<file path="config.mk">
export PLATFORM = sky130hd
export DESIGN_NAME = exponent_to_linear
export DESIGN_NICKNAME = d
export VERILOG_FILES = /design/src/rtl/exponent_to_linear.sv
export SDC_FILE = /design/constraint.sdc
export NUM_CORES = 1
export LEC_CHECK = 0
export BUFFER_PORTS_ARGS = -buffer_cell sky130_fd_sc_hd__buf_2
export CAP_MARGIN = 25
export CORE_MARGIN = 2
export CORE_UTILIZATION = 55
export DETAILED_ROUTE_END_ITERATION = 16
export PLACE_DENSITY = 0.78
export SETUP_SLACK_MARGIN = 0.2
export SYNTH_ARGS = -nofsm -noshare
export SYNTH_HDL_FRONTEND = slang
export SYNTH_SLANG_ARGS = --single-unit
</file>
<file path="constraint.sdc">
create_clock -name clk -period 2.2 [get_ports clk]
set_input_delay 0 -clock clk [delete_from_list [all_inputs] [get_ports clk]]
set_output_delay 0 -clock clk [all_outputs]
set_load 0.03 [all_outputs]
</file>
<file path="src/rtl/exponent_to_linear.sv">
// Decodes an 8-bit sign/exponent/significand sample into a two's-complement
// linear value, shifting the significand one bit per clock.
module exponent_to_linear #(
  parameter int EXP_W     = 3,
  parameter int SIG_W     = 4,
  parameter int OUT_W     = 12,
  parameter int RECON_MID = 0
) (
  input  logic             clk,
  input  logic             rst_n,
  input  logic             in_valid,
  output logic             in_ready,
  input  logic             in_sign,
  input  logic [EXP_W-1:0] in_exponent,
  input  logic [SIG_W-1:0] in_signif,
  output logic             out_valid,
  input  logic             out_ready,
  output logic [OUT_W-1:0] out_linear,
  output logic             busy
);

  typedef enum logic [1:0] {IDLE, SHIFT, DONE} state_t;

  state_t           state_q;
  logic [OUT_W-1:0] mag_q;
  logic [OUT_W-1:0] bias_q;
  logic [EXP_W-1:0] cnt_q;
  logic             sign_q;
  logic             out_valid_q;
  logic [OUT_W-1:0] out_linear_q;
  logic             in_ready_q;
  logic             busy_q;

  logic [OUT_W-1:0] bias_d;
  logic [OUT_W-1:0] recon_d;
  logic [OUT_W-1:0] linear_d;

  // Half-step bias restores the midpoint of the bits the encoder truncated.
  always_comb begin
    bias_d = '0;
    if (RECON_MID != 0 && in_exponent != '0) begin
      bias_d = OUT_W'(1) << (in_exponent - EXP_W'(1));
    end
  end

  always_comb begin
    recon_d  = mag_q + bias_q;
    linear_d = sign_q ? -recon_d : recon_d;
  end

  always_ff @(posedge clk or negedge rst_n) begin
    if (!rst_n) begin
      state_q      <= IDLE;
      mag_q        <= '0;
      bias_q       <= '0;
      cnt_q        <= '0;
      sign_q       <= 1'b0;
      out_valid_q  <= 1'b0;
      out_linear_q <= '0;
      in_ready_q   <= 1'b1;
      busy_q       <= 1'b0;
    end else begin
      case (state_q)
        IDLE: begin
          if (in_valid) begin
            mag_q      <= OUT_W'(in_signif);
            cnt_q      <= in_exponent;
            sign_q     <= in_sign;
            bias_q     <= bias_d;
            state_q    <= SHIFT;
            in_ready_q <= 1'b0;
            busy_q     <= 1'b1;
          end
        end
        SHIFT: begin
          if (cnt_q != '0) begin
            mag_q <= mag_q << 1;
            cnt_q <= cnt_q - EXP_W'(1);
          end else begin
            out_linear_q <= linear_d;
            out_valid_q  <= 1'b1;
            state_q      <= DONE;
          end
        end
        DONE: begin
          if (out_ready) begin
            out_valid_q <= 1'b0;
            state_q     <= IDLE;
            in_ready_q  <= 1'b1;
            busy_q      <= 1'b0;
          end
        end
        default: begin
          state_q <= IDLE;
        end
      endcase
    end
  end

  assign in_ready   = in_ready_q;
  assign out_valid  = out_valid_q;
  assign out_linear = out_linear_q;
  assign busy       = busy_q;

endmodule

</file>
==> impl_summary.log, run 1 <==
INFO  metric status = completed
INFO  metric filler_cell_count = around 230
INFO  metric worstSkewPairLatency = 340 ps
INFO  metric totalPowerFinal = 3.02 mW
INFO  metric reg2reg_depth = 4
INFO  metric internal_power = ~1.6 mW
INFO  metric setup.worst_path.class = reg2reg
INFO  metric fmax = 0.553 GHz
INFO  metric dpl.hpwl = around 2100 µm
INFO  metric whs = ~230 ps
INFO  metric grt_pass1_wl = between 5000 and 6000 µm
INFO  metric synth_area = 1590 µm²
INFO  metric via_count_of_the_first_global_routing_pass = ~1300
INFO  metric startpoint_type = flop
INFO  metric nets = approximately 220
INFO  metric synth.distinct_cells = 33
INFO  metric crit_path_end = out_linear[11]
INFO  metric reg2reg_from = mag_q[6]
INFO  metric synth.top_cells.by_area = sky130_fd_sc_hd__dfrtp_1, sky130_fd_sc_hd__nand2_1, sky130_fd_sc_hd__o21ai_0
INFO  metric worst-path-max-fanout = 5
INFO  metric swShare = around 45%
INFO  metric detail_route.drc_violations = 0
INFO  metric cp-startpoint = mag_q[6]
INFO  metric share_clk_of_total_power = between 15 and 20%
INFO  metric drtPass1Iterations = 4
INFO  metric placeableCoreArea = ~2800 µm²
INFO  metric critPathCaptureType = flop
INFO  metric die_area = ~3300 µm²
INFO  metric finish.utilization = 70.4%
INFO  metric required_time_worst_endpoint = 2430 ps
INFO  metric die_height = between 50 and 60 µm
INFO  metric detail-route-antenna-nets = 0
INFO  metric nets_in_the_synthesized_netlist = ~180
INFO  metric gpl.final_weighted_congestion = a little under 0.8
INFO  metric critical_path.cell_chain = or4_4 -> o41ai_4 -> xor2_1 -> o21ai_1
INFO  metric drc_marker_count_from_the_first_detailed_route_iteration = 43
INFO  metric seq_area_frac_synth = 52.0%
INFO  metric report.final.setup_viol = 0
INFO  metric cts.sinks = 33
INFO  metric post-route-worst-setup-slack = 392 ps
INFO  metric routed-via-count = roughly 1300
INFO  metric worst-path-buf-inv = 0
INFO  metric synthDominantCellAreaShare = a little over 50%
INFO  metric die-width = ~58 µm
INFO  metric cts_root_buffer = sky130_fd_sc_hd__clkbuf_4
INFO  metric tritoncts.num_buffers = 5
INFO  metric asyncSetResetFlopFracSynth = 100%
INFO  metric syn_inst_count = between 150 and 200
INFO  metric irDropWorstVdd = roughly 1200 µV
INFO  metric yosys_reg_bits = 33
INFO  metric clk_path_buf_depth = 2
INFO  metric leakagePower = roughly 0.96 nW
INFO  metric timing.hold.worst.class = in2async
INFO  metric top_level_ports = 27
INFO  metric path_depth = 4
INFO  metric synth.yosys.warnings = 0
INFO  metric largest_net_degree_at_the_start_of_global_routing = 34
INFO  metric pwr_density_cell = 1560 nW/µm²
INFO  metric seqPwrFrac = a little over a third
INFO  metric grt_antenna_before_repair = 0
INFO  metric worst_clk_skew = slightly below 8 ps
INFO  metric timing.critical_path.slowest_cell_delay = roughly 600 ps
INFO  metric grt.overflow.total = 0
INFO  metric post_drt_wl_per_cell = roughly 13 µm
INFO  metric antenna_cells = 0
INFO  metric io_buffer_count = 26
INFO  metric number_of_flops_mapped_to_enable_cells_by_yosys = 0
INFO  metric route.final.wire_length = about 3100 µm
INFO  metric placement.cell_area = between 1500 and 2000 µm²
INFO  metric r2r_end = out_linear[11]
INFO  metric dpl_worst_slack = between 200 and 300 ps
INFO  metric synth_top_flop_cell = sky130_fd_sc_hd__dfrtp_1
INFO  metric post_route_clock_period_utilization = 82.2%
INFO  metric synth.avg_cell_area = 9.41 µm²
INFO  metric timing.final.hold_violations = 0
INFO  metric slew_headroom = 53.1%
INFO  metric combinationalPowerShare = roughly half
INFO  metric track_usage = between 20% and 30%
INFO  metric finalNonFillerCells = between 200 and 250
INFO  metric flow.area_growth_from_synthesis = 22.0%
INFO  metric sw_pwr = approximately 1.4 mW
INFO  metric final_count_of_pins_violating_max_slew = 0
INFO  metric grt_setup_unrepaired = false
INFO  metric drt-vias-per-instance = 5.49
INFO  metric reg2reg_setup_slack = 390 ps
INFO  metric numPlacedInstances = between 200 and 250
INFO  metric cts_tree = yes
INFO  metric worst_ep_arrival_time = 2030 ps
INFO  metric final_layout_size_suffix_gt1_share = roughly a fifth
INFO  metric core.rowCount = 19
INFO  metric cap_viol_max_count = 0
INFO  metric critical_path.top_delay_family = simple AND/OR/NAND/NOR gates
INFO  metric setup_total_negative_slack = 0 ps
INFO  metric clk_transition_reported_paths = 110 ps
INFO  metric initial_utilization = just under 60%
INFO  metric post_cts.repair.setup_buffers = 0
INFO  metric synthDominantAreaCellType = sky130_fd_sc_hd__dfrtp_1
INFO  metric postLayoutCellArea = 1940 µm²
INFO  metric crit_path_top_delay_cell = sky130_fd_sc_hd__or4_4
INFO  metric worst_margin_pin_slew = roughly 700 ps
INFO  metric period_minus_slack = 1810 ps
INFO  metric h-tree-depth = 2
-- cell type report --
cell class | count | area [µm²] | share of cell area (%)
clock buffers | 5 | 37.5 | 1.93
clock inverters | 3 | 46.3 | 2.39
inverters | 8 | 35.0 | 1.81
multi-input cells | 120 | 701 | 36.1
flip-flops and latches | 33 | 827 | 42.6
well taps | 31 | 38.8 | 2.00
repair buffers | 39 | 255 | 13.2
-- what timing repair did --
| item | CTS | global route |
|---|---|---|
| endpoints found under the hold margin | 43 | 0 |
| gates resized for setup | 0 | 4 |
| endpoints found under the setup margin | 0 | 13 |
| hold buffers | 11 | 0 |
-- metal layers --
| metal | vias to the layer above | part of all wire (%) | GRT usage (%) |
|---|---|---|---|
| li1 | 652 | - | - |
| met1 | 615 | 44 | 27.1 |
| met2 | 39 | 50 | 36.5 |
| met3 | 5 | 4.7 | 6.03 |
| met4 | 0 | 1.1 | 7.31 |
| met5 | - | 0 | 0 |
-- cells in the final DEF (no fill, tap or decap), types with 2 or more instances in the layout --
master                          count
sky130_fd_sc_hd__xor2_1             9
sky130_fd_sc_hd__dlygate4sd3_1     11
sky130_fd_sc_hd__dfrtp_1           32
sky130_fd_sc_hd__buf_4              2
sky130_fd_sc_hd__buf_2             26
sky130_fd_sc_hd__inv_1              7
sky130_fd_sc_hd__a31oi_1            3
sky130_fd_sc_hd__o21ai_0           16
sky130_fd_sc_hd__nand2_1           41
sky130_fd_sc_hd__nor2_1             6
sky130_fd_sc_hd__o21ai_1            4
sky130_fd_sc_hd__clkbuf_4           5
sky130_fd_sc_hd__nand3_1           11
sky130_fd_sc_hd__a21oi_1            4
sky130_fd_sc_hd__o211ai_1           2
sky130_fd_sc_hd__nor2b_1            3
sky130_fd_sc_hd__ha_1               3
sky130_fd_sc_hd__o31ai_1            3
sky130_fd_sc_hd__nand2b_1           2
-- state kept, by name (all words and copies together), names as in the netlist --
register    cells
mag_q          12
out_linear     12
cnt_q           3
state_q         2
busy            1
in_ready        1
out_valid       1
sign_q          1
-- cells in the mapped netlist (4+ instances only) --
cell and n:
sky130_fd_sc_hd__inv_1 7, sky130_fd_sc_hd__xor2_1 9, sky130_fd_sc_hd__nor2_1 6, sky130_fd_sc_hd__nand2_1 41
sky130_fd_sc_hd__dfrtp_1 32, sky130_fd_sc_hd__nand3_1 11, sky130_fd_sc_hd__a21oi_1 4, sky130_fd_sc_hd__o21ai_1 4
sky130_fd_sc_hd__o21ai_0 16
-- how the worst min path moves through the flow --
stage	end	cells past startpoint
2_1_floorplan	busy	0
3_3_place_gp	out_linear[1]	1
3_5_place_dp	out_linear[2]	1
4_1_cts	mag_q[2]	2
5_1_grt	out_linear[2]	2
6_report	out_linear[2]	2
-- cells by family (layout without fill, tap and decap cells) --
kind of cell             Yosys count  after routing  share of synthesized area (%)
AO/OA/AOI/OAI                     36             36                           15.0
adder cells (fa/ha/maj)            3              3                           2.36
buffers and inverters             16             55                           4.25
XOR/XNOR                          10             10                           5.51
flip-flops                        33             33                           52.0
AND/OR/NAND/NOR                   69             69                           19.5
multiplexers                       2              2                           1.34
-- power by group through the flow --
stage / registers (mW) / clock network (mW) / logic (mW)
CTS: 1.10 / 0.468 / 1.44
finish: 1.10 / 0.458 / 1.46
global placement: 1.10 / 0 / 1.36
global route: 1.15 / 0.498 / 1.65
floorplan: 1.24 / 0 / 0.973
detailed placement: 1.11 / 0 / 1.41
(Power assumes the default switching activity.)
==> run 2, diff against run 1 <==
clock period = 1.8 ns   (was 2.2 ns; I/O delays follow)
==> impl_summary.log, run 2 (same netlist as run 1, synthesis figures left out) <==
INFO  metric nets = 237 (+6.8%)
INFO  metric critPathCaptureType = flop
INFO  metric period_minus_slack = 1720 ps (-85.7 ps)
INFO  metric worst_margin_pin_slew = 691 ps (-12.4 ps)
INFO  metric post_route_clock_period_utilization = 95.7% (+14 points)
INFO  metric clk_transition_reported_paths = 100 ps (about the same)
INFO  metric postLayoutCellArea = 2160 µm² (+11%)
INFO  metric required_time_worst_endpoint = 2020 ps (-410 ps)
INFO  metric violations = negative hold slack
INFO  metric post-route-worst-setup-slack = 77.6 ps (-314 ps)
INFO  metric top_level_ports = 27 (unchanged)
INFO  metric final_layout_size_suffix_gt1_share = 36.8% (+16 points)
INFO  metric cts_root_buffer = sky130_fd_sc_hd__clkbuf_4
INFO  metric largest_net_degree_at_the_start_of_global_routing = 34 (unchanged)
INFO  metric final_common_cell = sky130_fd_sc_hd__dfrtp_1
INFO  metric timing.hold.worst.class = in2reg
INFO  metric io_buffer_count = 26 (unchanged)
INFO  metric timing.final.hold_violations = 1 (+1)
INFO  metric startpoint_type = flop
INFO  metric drtPass1Iterations = 4 (unchanged)
INFO  metric routed-via-count = 1384 (+5.6%)
INFO  metric leakagePower = 1.06 nW (+10%)
INFO  metric fmax = 0.581 GHz (+5.0%)
INFO  metric track_usage = 22.8% (+1.1 points)
INFO  metric placeableCoreArea = 2760 µm² (unchanged)
INFO  metric report.final.setup_viol = 0 (unchanged)
INFO  metric final_count_of_pins_violating_max_slew = 0 (unchanged)
INFO  metric gpl.final_weighted_congestion = 0.785 (-1.2%)
INFO  metric dpl.hpwl = 2190 µm (+3.5%)
INFO  metric drc_marker_count_from_the_first_detailed_route_iteration = 87 (+100%)
INFO  metric setup.worst_path.class = reg2reg
INFO  metric via_count_of_the_first_global_routing_pass = 1307 (+2.2%)
INFO  metric placement.cell_area = 1780 µm² (+2.3%)
INFO  metric detail-route-antenna-nets = 0 (unchanged)
INFO  metric initial_utilization = 57.7% (unchanged)
INFO  metric core.rowCount = 19 (unchanged)
INFO  metric cts_tree = yes
INFO  metric worst-path-max-fanout = 6 (+1)
INFO  metric pwr_density_cell = 2030 nW/µm² (+31%)
INFO  metric irDropWorstVdd = 1490 µV (+23%)
INFO  metric cts.sinks = 33 (unchanged)
INFO  metric tritoncts.num_buffers = 5 (unchanged)
INFO  metric grt_setup_unrepaired = true
INFO  metric final_cell_mix = sky130_fd_sc_hd__dfrtp_1, sky130_fd_sc_hd__nand2_1, sky130_fd_sc_hd__buf_2
INFO  metric cap_viol_max_count = 0 (unchanged)
INFO  metric status = finished, violations left
INFO  metric detail_route.drc_violations = 0 (unchanged)
INFO  metric clk_path_buf_depth = 2 (unchanged)
INFO  metric die_height = 57.8 µm (unchanged)
INFO  metric drt-vias-per-instance = 5.45 (-0.67%)
INFO  metric grt_pass1_wl = 5720 µm (+3.9%)
INFO  metric die_area = 3340 µm² (unchanged)
INFO  metric setup_total_negative_slack = 0 ps (unchanged)
INFO  metric whs = -3.02 ps (-228 ps)
INFO  metric die-width = 57.8 µm (unchanged)
INFO  metric grt.overflow.total = 0 (unchanged)
INFO  metric flow.area_growth_from_synthesis = 35.7%
INFO  metric worstSkewPairLatency = 330 ps (about the same)
INFO  metric worst_ep_arrival_time = 1950 ps (-80 ps)
INFO  metric slew_headroom = 54.0% (+0.83 points)
INFO  metric route.final.wire_length = 3710 µm (+21%)
INFO  metric post_drt_wl_per_cell = 14.6 µm (+14%)
INFO  metric grt_antenna_before_repair = 0 (unchanged)
INFO  metric worst_clk_skew = 7.51 ps (-0.365 ps)
INFO  metric dpl_worst_slack = 118 ps (-180 ps)
INFO  metric h-tree-depth = 2 (unchanged)
INFO  metric antenna_cells = 0 (unchanged)
==> run 2: changes by cell type in the layout (fill, tap and decap cells not counted), sizes merged <==
cell | previous run | this run
buf | 28 | 42
clkbuf | 5 | 7
clkinv | 1 | 0
clkinvlp | 1 | 2
dlygate4sd3 | 11 | 9
inv | 8 | 9
==> run 2: path summary, 6_finish.rpt <==
check | startpoint | endpoint | slack, ps | cells after the start
max in group asynchronous | rst_n | cnt_q[2] | 1110 | 2
worst min register to register | out_linear[6] | out_linear[6] | 480 | 2
worst max register to register | mag_q[7] | out_linear[11] | 80 | 4
worst max-delay path | mag_q[7] | out_linear[11] | 80 | 4
min in group asynchronous | rst_n | mag_q[5] | 230 | 2
worst min-delay path | in_exponent[2] | cnt_q[2] | -3 | 3
==> run 2: what timing repair did <==
| item | in CTS | in global routing |
|---|---|---|
| endpoints found under the setup margin | 15 | 20 |
| buffers inserted | 2 | 7 |
| cloned | 2 | 1 |
| pin swaps | 2 | 19 |
| hold buffers | 9 | 0 |
| gates resized for setup | 3 | 31 |
| endpoints found under the hold margin | 41 | 0 |
==> run 2: report_power, final <==
part / leakage [nW] / internal, mW / switching [mW]
combinational: 0.606 / 1.01 / 1.47
clock: 0.0455 / 0.332 / 0.243
sequential: 0.411 / 1.05 / 0.290
total: 1.06 / 2.38 / 2.00
==> run 2: stage by stage <==
step	std cells	total power [mW]	utilization (%)
3_5_place_dp	225	3.20	64.4
5_1_grt	254	4.69	78.3
2_1_floorplan	169	2.77	-
3_3_place_gp	225	3.10	64.4
6_report	254	4.38	78.3
4_1_cts	246	3.91	72.3
==> run 2: layout make-up <==
| cell class | count | area (µm²) |
|---|---|---|
| clock inverters | 1 | 30.0 |
| fillers | 169 | 599 |
| clock buffers | 7 | 55.1 |
| multi-input cells | 120 | 801 |
| inverters | 8 | 37.5 |
| repair buffers | 51 | 348 |
| flip-flops and latches | 33 | 827 |
| repair inverters | 3 | 21.3 |
| well taps | 31 | 38.8 |
==> run 2: critical path, cell delays in order, from the launching register on <==
cell and delay (ps):
sky130_fd_sc_hd__dfrtp_1 520, sky130_fd_sc_hd__or3_4 410, sky130_fd_sc_hd__o41ai_4 360, sky130_fd_sc_hd__xor2_1 240, sky130_fd_sc_hd__o21ai_1 80
==> run 2: metal layers <==
metal | GRT usage [%] | part of all wire, %
met5 | 0 | 0
met2 | 38.0 | 50
met4 | 13.3 | 2.3
met1 | 27.2 | 43
met3 | 4.91 | 5.0
==> run 3, diff against run 2 <==
ABC_AREA = 1   (was not set)
==> impl_summary.log, run 3 <==
INFO  metric combinationalPowerShare = 54.1% (-2.3 points)
INFO  metric synth_area = 1670 µm² (+5.2%)
INFO  metric final_count_of_pins_violating_max_slew = 0 (unchanged)
INFO  metric synth.yosys.warnings = 0 (unchanged)
INFO  metric dpl.hpwl = 2130 µm (-2.8%)
INFO  metric irDropWorstVdd = 1170 µV (-21%)
INFO  metric leakagePower = 0.994 nW (-6.4%)
INFO  metric synthDominantAreaCellType = sky130_fd_sc_hd__dfrtp_1
INFO  metric final_common_cell = sky130_fd_sc_hd__nand2_1
INFO  metric period_minus_slack = 1440 ps (-281 ps)
INFO  metric detail-route-antenna-nets = 0 (unchanged)
INFO  metric top_usage_layer_grt = met1
INFO  metric antenna_cells = 0 (unchanged)
INFO  metric grt_pass1_wl = 5330 µm (-6.8%)
INFO  metric reg2reg_depth = 6 (+2)
INFO  metric required_time_worst_endpoint = 2050 ps (+30 ps)
INFO  metric cts.sinks = 33 (unchanged)
INFO  metric seqPwrFrac = 34.4% (+3.9 points)
INFO  metric largest_net_degree_at_the_start_of_global_routing = 34 (unchanged)
INFO  metric clk_transition_reported_paths = 90 ps (about the same)
INFO  metric grt_use_met3 = 5.90% (+0.98 points)
INFO  metric via_count_of_the_first_global_routing_pass = 1174 (-10%)
INFO  metric register_area = 827 µm² (unchanged)
INFO  metric track_usage = 20.4% (-2.4 points)
INFO  metric initial_utilization = 56.2% (-1.5 points)
INFO  metric route.final.wire_length = 3120 µm (-16%)
INFO  metric filler_cell_count = 252 (+49%)
INFO  metric status = completed
INFO  metric gr-usage-met2 = 28.6% (-9.4 points)
INFO  metric slew_headroom = 53.5% (-0.45 points)
INFO  metric grt_antenna_before_repair = 0 (unchanged)
INFO  metric pwr_density_cell = 1910 nW/µm² (-6.2%)
INFO  metric die_height = 59.2 µm (+2.4%)
INFO  metric report.final.setup_viol = 0 (unchanged)
INFO  metric critPathCaptureType = flop
INFO  metric core.rowCount = 20 (+1)
INFO  metric yosys.cell_count.top_type = sky130_fd_sc_hd__nand2_1
INFO  metric numPlacedInstances = 253 (+12%)
INFO  metric timing.hold.worst.class = in2reg
INFO  metric timing.final.hold_violations = 0 (-1)
INFO  metric final_cell_mix = sky130_fd_sc_hd__nand2_1, sky130_fd_sc_hd__dfrtp_1, sky130_fd_sc_hd__nand3_1
INFO  metric routed-via-count = 1389 (+0.36%)
INFO  metric h-tree-depth = 2 (unchanged)
INFO  metric synthDominantCellAreaShare = 47.9% (-2.5 points)
INFO  metric sw_pwr = 1.84 mW (-8.1%)
INFO  metric finalNonFillerCells = 271 (+6.7%)
INFO  metric syn_inst_count = 200 (+18%)
INFO  metric nets = 252 (+6.3%)
INFO  metric drt-vias-per-instance = 5.13 (-5.9%)
INFO  metric worst_margin_pin_slew = 697 ps (+6.79 ps)
INFO  metric placeableCoreArea = 2980 µm² (+8.0%)
INFO  metric die_area = 3500 µm² (+4.8%)
INFO  metric nets_in_the_synthesized_netlist = 215 (+17%)
INFO  metric drtPass1Iterations = 4 (unchanged)
INFO  metric synth.distinct_cells = 23 (-30%)
INFO  metric cts_tree = yes
INFO  metric seq_area_frac_synth = 49.4% (-2.6 points)
INFO  metric tritoncts.num_buffers = 5 (unchanged)
INFO  metric grt.overflow.total = 0 (unchanged)
INFO  metric yosys_reg_bits = 33 (unchanged)
INFO  metric top_level_ports = 27 (unchanged)
INFO  metric number_of_flops_mapped_to_enable_cells_by_yosys = 0 (unchanged)
INFO  metric flow.area_growth_from_synthesis = 17.3%
INFO  metric clk_path_buf_depth = 2 (unchanged)
INFO  metric setup.worst_path.class = reg2reg
INFO  metric worst_clk_skew = 15.0 ps (+7.47 ps)
INFO  metric startpoint_type = flop
INFO  metric io_buffer_count = 26 (unchanged)
INFO  metric internal_power = 1.90 mW (-20%)
INFO  metric whs = 20.6 ps (+23.6 ps)
INFO  metric post_drt_wl_per_cell = 11.5 µm (-21%)
INFO  metric multi_input_comb_area = 707 µm² (-12%)
INFO  metric post_route_clock_period_utilization = 80.1% (-16 points)
INFO  metric grt_setup_unrepaired = false
INFO  metric synth_top_flop_cell = sky130_fd_sc_hd__dfrtp_1
INFO  metric drc_marker_count_from_the_first_detailed_route_iteration = 73 (-16%)
INFO  metric cap_viol_max_count = 0 (unchanged)
INFO  metric setup_total_negative_slack = 0 ps (unchanged)
INFO  metric worst-path-max-fanout = 17 (+11)
INFO  metric asyncSetResetFlopFracSynth = 100% (unchanged)
INFO  metric share_clk_of_total_power = 11.5% (-1.6 points)
INFO  metric fmax = 0.694 GHz (+20%)
INFO  metric worstSkewPairLatency = 340 ps (about the same)
INFO  metric cts_root_buffer = sky130_fd_sc_hd__clkbuf_4
INFO  metric detail_route.drc_violations = 0 (unchanged)
INFO  metric gpl.final_weighted_congestion = 0.901 (+15%)
INFO  metric die-width = 59.2 µm (+2.4%)
INFO  metric worst_ep_arrival_time = 1690 ps (-260 ps)
INFO  metric synth.top_cells.by_count = sky130_fd_sc_hd__nand2_1, sky130_fd_sc_hd__dfrtp_1, sky130_fd_sc_hd__nand3_1
INFO  metric worst_hold_path.num_cells = 3 (unchanged)
INFO  metric final_layout_size_suffix_gt1_share = 19.3% (-17 points)
INFO  metric swShare = 49.2% (+3.5 points)
INFO  metric global_route.usage.met1 = 30.6% (+3.4 points)
INFO  metric synth.avg_cell_area = 8.36 µm² (-11%)
INFO  metric synth.top_cells.by_area = sky130_fd_sc_hd__dfrtp_1, sky130_fd_sc_hd__nand2_1, sky130_fd_sc_hd__nand3_1
-- run 3: power by group through the flow --
stage | Clock [mW] | Sequential (mW) | Combinational (mW)
6_report | 0.429 | 1.29 | 2.02
5_1_grt | 0.473 | 1.33 | 2.31
4_1_cts | 0.443 | 1.28 | 2.00
3_5_place_dp | 0 | 1.30 | 1.96
3_3_place_gp | 0 | 1.29 | 1.92
2_1_floorplan | 0 | 1.55 | 1.41
-- run 3: critical path, stage by stage (launching register included) --
cell and delay [ps]:
sky130_fd_sc_hd__dfrtp_1 380, sky130_fd_sc_hd__inv_1 100, sky130_fd_sc_hd__ha_1 150, sky130_fd_sc_hd__nand2_1 150
sky130_fd_sc_hd__nor2_8 220, sky130_fd_sc_hd__inv_2 150, sky130_fd_sc_hd__o21ai_0 210
-- run 3: worst paths after layout --
kind	startpoint	end	slack, ps
max	cnt_q[0]	out_linear[4]	360
max in group asynchronous	rst_n	mag_q[11]	1110
max reg2reg	cnt_q[0]	out_linear[4]	360
min in group asynchronous	rst_n	mag_q[7]	230
min reg2reg	out_linear[6]	out_linear[6]	480
min	in_exponent[2]	cnt_q[2]	20
-- run 3: kinds of logic after synthesis --
family | Yosys count | share of synthesized area (%)
AOI/OAI and AO/OA | 35 | 12.0
xor gates and xnor gates | 3 | 1.57
adders and majority gates | 3 | 2.24
buffers and inverters | 31 | 9.13
DFF | 33 | 49.4
and+or+nand+nor | 95 | 25.6
-- run 3: area by class of cell --
class                           instances  area share, %
Sequential cell                        33           42.2
Multi-Input combinational cell        136           36.0
Timing Repair Buffer                   37           12.1
Inverter                               24           4.59
Clock buffer                            8           3.00
Tap cell                               33           2.10
-- run 3: metal layers --
metal,routed length [µm],up-vias
li1,-,726
met1,1630,625
met2,1290,34
met3,170,4
met4,30,0
met5,0,-
-- run 3: metrics by stage --
| step | utilization [%] | instance area [µm²] | power [mW] | setup slack (ps) |
|---|---|---|---|---|
| 2_1_floorplan | - | 1670 | 2.96 | 478 |
| 3_3_place_gp | 60.1 | 1790 | 3.21 | 261 |
| 3_5_place_dp | 60.1 | 1790 | 3.26 | 162 |
| 4_1_cts | 65.6 | 1950 | 3.73 | 310 |
| 5_1_grt | 65.9 | 1960 | 4.11 | 212 |
| 6_report | 65.9 | 1960 | 3.74 | 359 |
-- run 3: what timing repair did --
item	4_1_cts	5_1_grt
hold buffers	10	0
gates resized for setup	1	2
cloned	0	0
buffers inserted	0	0
hold endpoints to repair	41	0
endpoints found under the setup margin	5	3
